### src/rtl/uart_rx_param.sv
// uart_rx_param: oversampled UART receiver. Each bit is resolved by a
// 3-sample majority vote around mid-bit, with runtime parity mode, 1 or 2
// stop bits, break detection, and a one-entry valid/ready output register.
module uart_rx_param #(
  parameter int DATA_WIDTH = 8,
  parameter int CLK_FREQ   = 10_000_000,
  parameter int BAUD_RATE  = 9600,
  parameter int OVERSAMPLE = 16,
  parameter int STOP_BITS  = 1
) (
  input  logic                  i_clock,
  input  logic                  i_reset,
  input  logic                  i_rx,
  input  logic [1:0]            i_parity_mode,
  input  logic                  i_ready,
  output logic [DATA_WIDTH-1:0] o_data,
  output logic                  o_valid,
  output logic                  o_parity_err,
  output logic                  o_frame_err,
  output logic                  o_break,
  output logic                  o_overrun,
  output logic                  o_busy
);
  localparam int DIV   = CLK_FREQ / (BAUD_RATE * OVERSAMPLE);
  localparam int DIV_W = (DIV > 1) ? $clog2(DIV) : 1;
  localparam int PH_W  = $clog2(OVERSAMPLE);
  localparam int BC_W  = $clog2(DATA_WIDTH + 1);
  localparam int MID   = OVERSAMPLE / 2;

  typedef enum logic [2:0] {IDLE, START, DATA, PARITY, STOP, WAIT_IDLE} state_t;
  state_t state, state_nxt;

  logic [DIV_W-1:0]      div_cnt;
  logic                  tick;
  logic [1:0]            rx_sync;
  logic                  rx_s, rx_d, fall;
  logic [PH_W-1:0]       ph;
  logic                  ph_clr;
  logic                  s_a, s_b, maj, mid_evt;
  logic [BC_W-1:0]       bcnt;
  logic [1:0]            par_mode;
  logic [DATA_WIDTH-1:0] shreg;
  logic                  perr_acc, ferr_acc, zero_acc;
  logic                  ferr_fin, brk_fin, last_data, last_stop, wait_done;
  logic                  start_det, frame_done;

  // Free-running oversample tick, one clock wide every DIV clocks
  always_ff @(posedge i_clock or posedge i_reset) begin
    if (i_reset)                            div_cnt <= '0;
    else if (div_cnt == DIV_W'(DIV - 1))    div_cnt <= '0;
    else                                    div_cnt <= div_cnt + 1'b1;
  end
  assign tick = (div_cnt == DIV_W'(DIV - 1));

  // Two-flop synchroniser plus one delay stage for falling-edge detect;
  // all reset high so reset release never looks like a start edge
  always_ff @(posedge i_clock or posedge i_reset) begin
    if (i_reset) begin
      rx_sync <= 2'b11;
      rx_d    <= 1'b1;
    end else begin
      rx_sync <= {rx_sync[0], i_rx};
      rx_d    <= rx_s;
    end
  end
  assign rx_s = rx_sync[1];
  assign fall = rx_d & ~rx_s;

  // Tick phase within the current bit; in WAIT_IDLE it counts high ticks
  always_ff @(posedge i_clock or posedge i_reset) begin
    if (i_reset)     ph <= '0;
    else if (ph_clr) ph <= '0;
    else if (tick)   ph <= (ph == PH_W'(OVERSAMPLE - 1)) ? '0 : ph + 1'b1;
  end

  // Vote uses the two stored samples plus the live line at the third tick
  assign mid_evt   = tick && (ph == PH_W'(MID + 1));
  assign maj       = (s_a & s_b) | (s_a & rx_s) | (s_b & rx_s);
  assign last_data = mid_evt && (bcnt == BC_W'(DATA_WIDTH - 1));
  assign last_stop = mid_evt && (bcnt == BC_W'(STOP_BITS - 1));
  assign wait_done = tick && (ph == PH_W'(OVERSAMPLE - 1)) && rx_s;
  assign ferr_fin  = ferr_acc | ~maj;
  // Break also needs the first stop bit low; fold it in if it is the bit being sampled now
  assign brk_fin   = (bcnt == '0) ? (zero_acc & ~maj) : zero_acc;

  // State register
  always_ff @(posedge i_clock or posedge i_reset) begin
    if (i_reset) state <= IDLE;
    else         state <= state_nxt;
  end

  // Next-state logic; every in-frame transition happens at a mid-bit vote
  always_comb begin
    state_nxt = state;
    case (state)
      IDLE:      if (fall)      state_nxt = START;
      START:     if (mid_evt)   state_nxt = maj ? IDLE : DATA;
      DATA:      if (last_data) state_nxt = (^par_mode) ? PARITY : STOP;
      PARITY:    if (mid_evt)   state_nxt = STOP;
      STOP:      if (last_stop) state_nxt = ferr_fin ? WAIT_IDLE : IDLE;
      WAIT_IDLE: if (wait_done) state_nxt = IDLE;
      default:                  state_nxt = IDLE;
    endcase
  end

  // FSM outputs and control strobes
  always_comb begin
    o_busy     = (state != IDLE);
    start_det  = (state == IDLE) && fall;
    frame_done = (state == STOP) && last_stop;
    ph_clr     = start_det ||
                 ((state == WAIT_IDLE) && !rx_s) ||
                 (frame_done && ferr_fin);
  end

  // Sample capture, bit counting and per-frame accumulators
  always_ff @(posedge i_clock or posedge i_reset) begin
    if (i_reset) begin
      s_a      <= 1'b1;
      s_b      <= 1'b1;
      bcnt     <= '0;
      par_mode <= 2'b00;
      shreg    <= '0;
      perr_acc <= 1'b0;
      ferr_acc <= 1'b0;
      zero_acc <= 1'b0;
    end else begin
      if (tick && (ph == PH_W'(MID - 1))) s_a <= rx_s;
      if (tick && (ph == PH_W'(MID)))     s_b <= rx_s;
      if (state_nxt != state) bcnt <= '0;
      else if (mid_evt)       bcnt <= bcnt + 1'b1;
      // Parity mode is frozen for the whole frame at the start edge
      if (start_det) begin
        par_mode <= i_parity_mode;
        perr_acc <= 1'b0;
        ferr_acc <= 1'b0;
        zero_acc <= 1'b1;
      end
      if (mid_evt) begin
        case (state)
          DATA: begin
            shreg    <= {maj, shreg[DATA_WIDTH-1:1]};
            zero_acc <= zero_acc & ~maj;
          end
          PARITY: begin
            // mode[1] set means odd: an even total of ones is the error
            perr_acc <= (^shreg) ^ maj ^ par_mode[1];
            zero_acc <= zero_acc & ~maj;
          end
          STOP: begin
            ferr_acc <= ferr_acc | ~maj;
            if (bcnt == '0) zero_acc <= zero_acc & ~maj;
          end
          default: ;
        endcase
      end
    end
  end

  // One-entry holding register with valid/ready handshake and overrun pulse
  always_ff @(posedge i_clock or posedge i_reset) begin
    if (i_reset) begin
      o_data       <= '0;
      o_valid      <= 1'b0;
      o_parity_err <= 1'b0;
      o_frame_err  <= 1'b0;
      o_break      <= 1'b0;
      o_overrun    <= 1'b0;
    end else begin
      o_overrun <= 1'b0;
      if (frame_done && (!o_valid || i_ready)) begin
        o_data       <= shreg;
        o_valid      <= 1'b1;
        o_parity_err <= perr_acc;
        o_frame_err  <= ferr_fin;
        o_break      <= brk_fin;
      end else if (frame_done) begin
        o_overrun <= 1'b1;
      end else if (o_valid && i_ready) begin
        o_valid      <= 1'b0;
        o_parity_err <= 1'b0;
        o_frame_err  <= 1'b0;
        o_break      <= 1'b0;
      end
    end
  end

endmodule

### config.mk
export PLATFORM = sky130hd
export DESIGN_NAME = uart_rx_param
export DESIGN_NICKNAME = d
export VERILOG_FILES = /design/src/rtl/uart_rx_param.sv
export SDC_FILE = /design/constraint.sdc
export NUM_CORES = 1
export LEC_CHECK = 0
export ABC_CLOCK_PERIOD_IN_PS = 2650
export CAP_MARGIN = 20
export CORE_MARGIN = 4
export CORE_UTILIZATION = 47
export CTS_CLUSTER_DIAMETER = 30
export DETAILED_ROUTE_END_ITERATION = 8
export PLACE_DENSITY = 0.67
export RECOVER_POWER = 100
export SLEW_MARGIN = 30
export SYNTH_ARGS = -nofsm -noshare
export SYNTH_HDL_FRONTEND = slang
export SYNTH_SLANG_ARGS = --single-unit
### constraint.sdc
create_clock -name i_clock -period 2.65 [get_ports i_clock]
set_input_delay 0.53 -clock i_clock [delete_from_list [all_inputs] [get_ports i_clock]]
set_output_delay 0.53 -clock i_clock [all_outputs]
set_load 0.1 [all_outputs]
==> summary.md <==
| Metric | Value |
|---|---|
| Status | finished clean |
| Depth of the most critical reg-to-reg path | 4 |
| Area of the placeable core | 0.00514 mm^2 |
| Sequential cell area | 0.00123 mm^2 |
| Number of post-CTS setup repair buffers | 0 |
| Final total power | 1.46 mW |
| Unique cell type count in the Yosys netlist | 52 |
| Critical Path RT | around 2.8 ns |
| Routability congestion estimate | around 0.85 |
| Number of inserted filler cells in the final layout | between 400 and 500 |
| Final Cell Area | roughly 0.0027 mm^2 |
| Part of the cycle the worst path needs | approximately 86% |
| Setup total negative slack | 0 ns |
| Area growth from synthesis to layout | 8.38% |
| Number of buffers on the longest clock path | 2 |
| Slowest Stage Delay on Critical Path | about 0.53 ns |
| Total Wirelength | 4450 um |
| Total Nets Final | between 200 and 300 |
| Worst-Margin Slew | 1.18 ns |
| Remaining global-route overflow | 0 |
| Share of synthesized flip-flops with an asynchronous set or reset | 100% |
| Worst relative slew slack | 21.8% |
| RSZ-0062 raised after global routing | false |
| Number of placement rows | 26 |
| Number of detailed-route iterations in the first pass | 4 |
| Initial antenna violation count | 0 |
| Maximum net fanout on the critical path | 8 |
| Final hold violations | 0 |
| Static Leak | approximately 1.2 nW |
| Power density cells | 532 mW/mm^2 |
| DRC Markers | 0 |
| Number of hold buffers added after cts | 0 |
| Predominant post-synthesis flop cell | sky130_fd_sc_hd__dfrtp_1 |
| Count of flip-flops with a built-in enable after synthesis | 0 |
| Nets in the synthesized netlist | 236 |
| Horiz. Die Dim | 81.3 um |
| Number of inserted diodes | 0 |
| Cell count after synthesis | roughly 220 |
| Root buffer cell | sky130_fd_sc_hd__clkbuf_8 |
| Worst Hold End | rx_sync[1] |
| Half-perimeter wire length after detailed placement | about 3200 um |
| Capturing element type of the critical path | flop |
| Start point of the worst min-delay path | rx_sync[0] |
| CTS H-tree depth | 2 |
| Instance count along the most critical hold path | 0 |
| Crit path time final | roughly 2.3 ns |
| Via density per instance | 5.26 |
| IO buf count | 19 |
| Placed inst area | roughly 0.0028 mm^2 |
| Clock latency on the worst-skew pair | ~0.30 ns |
| Cts repair resizes | 0 |
| Most frequent cells in the layout | sky130_fd_sc_hd__dfrtp_1, sky130_fd_sc_hd__nand2_1, sky130_fd_sc_hd__nor2_1, sky130_fd_sc_hd__clkbuf_1 |
| Leading cell type in the layout, fill and taps excluded | sky130_fd_sc_hd__dfrtp_1 |
| Post-synthesis average cell area | 11.3 um^2 |
| Routed length per instance | roughly 14 um |
| Yosys synthesis warning count | 0 |
| Upper clock frequency limit | about 440 MHz |
| Clock transition time at the flip-flop clock pins of the worst setup and hold paths | ~0.09 ns |
| Tot GR Track Use | 15.5% |
| CP Data Arrival Time | 2.46 ns |
| Die Y | about 81 um |
| Post-detailed-route count of antenna-violating nets | 0 |
| Wire length of the first global-routing pass | approximately 8000 um |
| Number of vias after detailed routing | ~1700 |
| Number of register bits inferred by synthesis | 49 |
| Maximum number of pins on one net before global-route repair | 28 |
| Number of global-route vias before repair | 1734 |
| TritonCTS clock tree | yes |
| Type of the setup path with the least slack | reg -> reg |
| Summed instance area of the synthesized netlist | 0.00252 mm^2 |
| Capturing point of the worst reg2reg path | shreg[5] |
| Initial Utilization | 49.1% |
| Fraction of the core area covered by cells at the end of the flow | between 50% and 60% |
| Worst R2R Start | div_cnt[2] |
| Number of failing setup endpoints in the final timing report | 0 |
| Share of layout cells above drive strength 1 | 15.4% |
| Crit path max-delay cell type | sky130_fd_sc_hd__nor4b_1 |
| Multi-input logic area | between 0.001 and 0.0015 mm^2 |
| Largest vdd supply drop | between 0.2 and 0.3 mV |
| Sinks on Clock Net | 49 |
| Starting DRC count in detailed routing | 48 |
| Max Transition Viols Final | 0 |
| Total CTS buffers | 5 |
| Number of violations of the max-capacitance limit | 0 |
| CP startpoint kind | flop |
| Number of top-level design ports | 20 |
| Type of the worst min-delay path | reg -> reg |
| Sequential cell area fraction in the yosys report | roughly half |
| Die Outline Area | 0.00661 mm^2 |
| Setup skew after layout | 0.00684 ns |
| Flop2flop setup slack | around 0.38 ns |
| List of cells traversed by the critical path | nor4b_1 -> and4_2 -> nand3_1 -> mux2_2 |
## synthesized netlist by cell type, types with 2 or more instances
| cell type | count | share of area, % |
|---|---|---|
| sky130_fd_sc_hd__mux2_2 | 10 | 4.5 |
| sky130_fd_sc_hd__o21ai_0 | 7 | 1.4 |
| sky130_fd_sc_hd__and3_2 | 2 | 0.59 |
| sky130_fd_sc_hd__mux2_4 | 8 | 4.8 |
| sky130_fd_sc_hd__a31oi_1 | 4 | 0.99 |
| sky130_fd_sc_hd__buf_4 | 3 | 0.89 |
| sky130_fd_sc_hd__inv_1 | 8 | 1.2 |
| sky130_fd_sc_hd__dfstp_2 | 5 | 5.2 |
| sky130_fd_sc_hd__nand3_1 | 11 | 2.2 |
| sky130_fd_sc_hd__and2_1 | 2 | 0.50 |
| sky130_fd_sc_hd__or3_1 | 3 | 0.74 |
| sky130_fd_sc_hd__ha_1 | 7 | 3.5 |
| sky130_fd_sc_hd__dfrtp_1 | 44 | 44 |
| sky130_fd_sc_hd__nor3_1 | 4 | 0.79 |
| sky130_fd_sc_hd__a21oi_1 | 7 | 1.4 |
| sky130_fd_sc_hd__nand2_1 | 18 | 2.7 |
| sky130_fd_sc_hd__nand4_1 | 3 | 0.74 |
| sky130_fd_sc_hd__or3b_2 | 2 | 0.69 |
| sky130_fd_sc_hd__mux2i_1 | 2 | 0.79 |
| sky130_fd_sc_hd__xnor2_1 | 12 | 4.2 |
| sky130_fd_sc_hd__and3_1 | 2 | 0.50 |
| sky130_fd_sc_hd__nor2_1 | 15 | 2.2 |
| sky130_fd_sc_hd__o2bb2ai_1 | 2 | 0.69 |
| sky130_fd_sc_hd__nor2b_1 | 5 | 1.2 |
| sky130_fd_sc_hd__nor3b_1 | 2 | 0.59 |
| sky130_fd_sc_hd__a211oi_2 | 2 | 0.99 |
| sky130_fd_sc_hd__xor2_1 | 7 | 2.4 |
| sky130_fd_sc_hd__nand3b_1 | 2 | 0.59 |
## per-stage QoR
stage,instances,hold slack (ns),setup WS [ns]
2_1_floorplan,223,0.345,0.740
3_3_place_gp,308,0.345,0.642
6_report,316,0.365,0.382
5_1_grt,316,0.377,0.194
4_1_cts,316,0.361,0.568
3_5_place_dp,308,0.347,0.590
## state kept, by name, indices dropped and copies added (netlist names)
name and count:
bcnt 4, div_cnt 7, ferr_acc 1, o_break 1, o_data 8, o_frame_err 1, o_overrun 1, o_parity_err 1
o_valid 1, par_mode 2, perr_acc 1, ph 4, rx_d 1, rx_sync 2, s_a 1, s_b 1
shreg 8, state 3, zero_acc 1
## worst max path at each step
stage	from	to	slack, ns
after detailed placement	bcnt[0]	ph[0]	0.59
after CTS	bcnt[0]	ph[0]	0.57
after global placement	bcnt[0]	ph[0]	0.64
after floorplan	bcnt[0]	o_data[0]	0.74
after global routing	div_cnt[2]	shreg[3]	0.19
final	div_cnt[2]	shreg[5]	0.38
## critical path: cells and delay by family, from the launching register on
family           cells  cell delay (ns)
and+or+nand+nor      3             1.34
DFF                  1             0.43
muxes                1             0.40
## power by group
group / leakage [nW] / total, mW / switching [mW] / internal [mW]
Sequential: 0.640 / 0.794 / 0.0239 / 0.770
Clock: 0.0554 / 0.524 / 0.241 / 0.283
Combinational: 0.548 / 0.138 / 0.0885 / 0.0493
## area by class of cell
class                           count  area share, %
Sequential cell                    49           45.1
Multi-Input combinational cell    160           42.3
Timing Repair Buffer               21           4.25
Tap cell                           70           3.20
Clock buffer                        6           2.65
Clock inverter                      2           1.42
Inverter                            8           1.10
## cell families (layout without fill, tap and decap cells)
family	Yosys count	count (layout)	share of synthesized area, %
multiplexers	20	20	10.0
AO/OA/AOI/OAI	27	27	6.99
adder cells (fa/ha/maj)	8	8	3.87
flip-flops	49	49	48.8
XOR/XNOR	19	19	6.59
buffers and inverters	14	37	2.88
AND/OR/NAND/NOR	86	86	20.8
## routing by layer
layer | up-vias | GRT usage [%] | part of all wire [%]
met4 | 0 | 5.41 | 1.8
met1 | 809 | 20.1 | 49
met2 | 22 | 25.2 | 46
met5 | - | 0 | 0
met3 | 8 | 3.44 | 3.2
li1 | 824 | - | -
(Power assumes the default switching activity.)
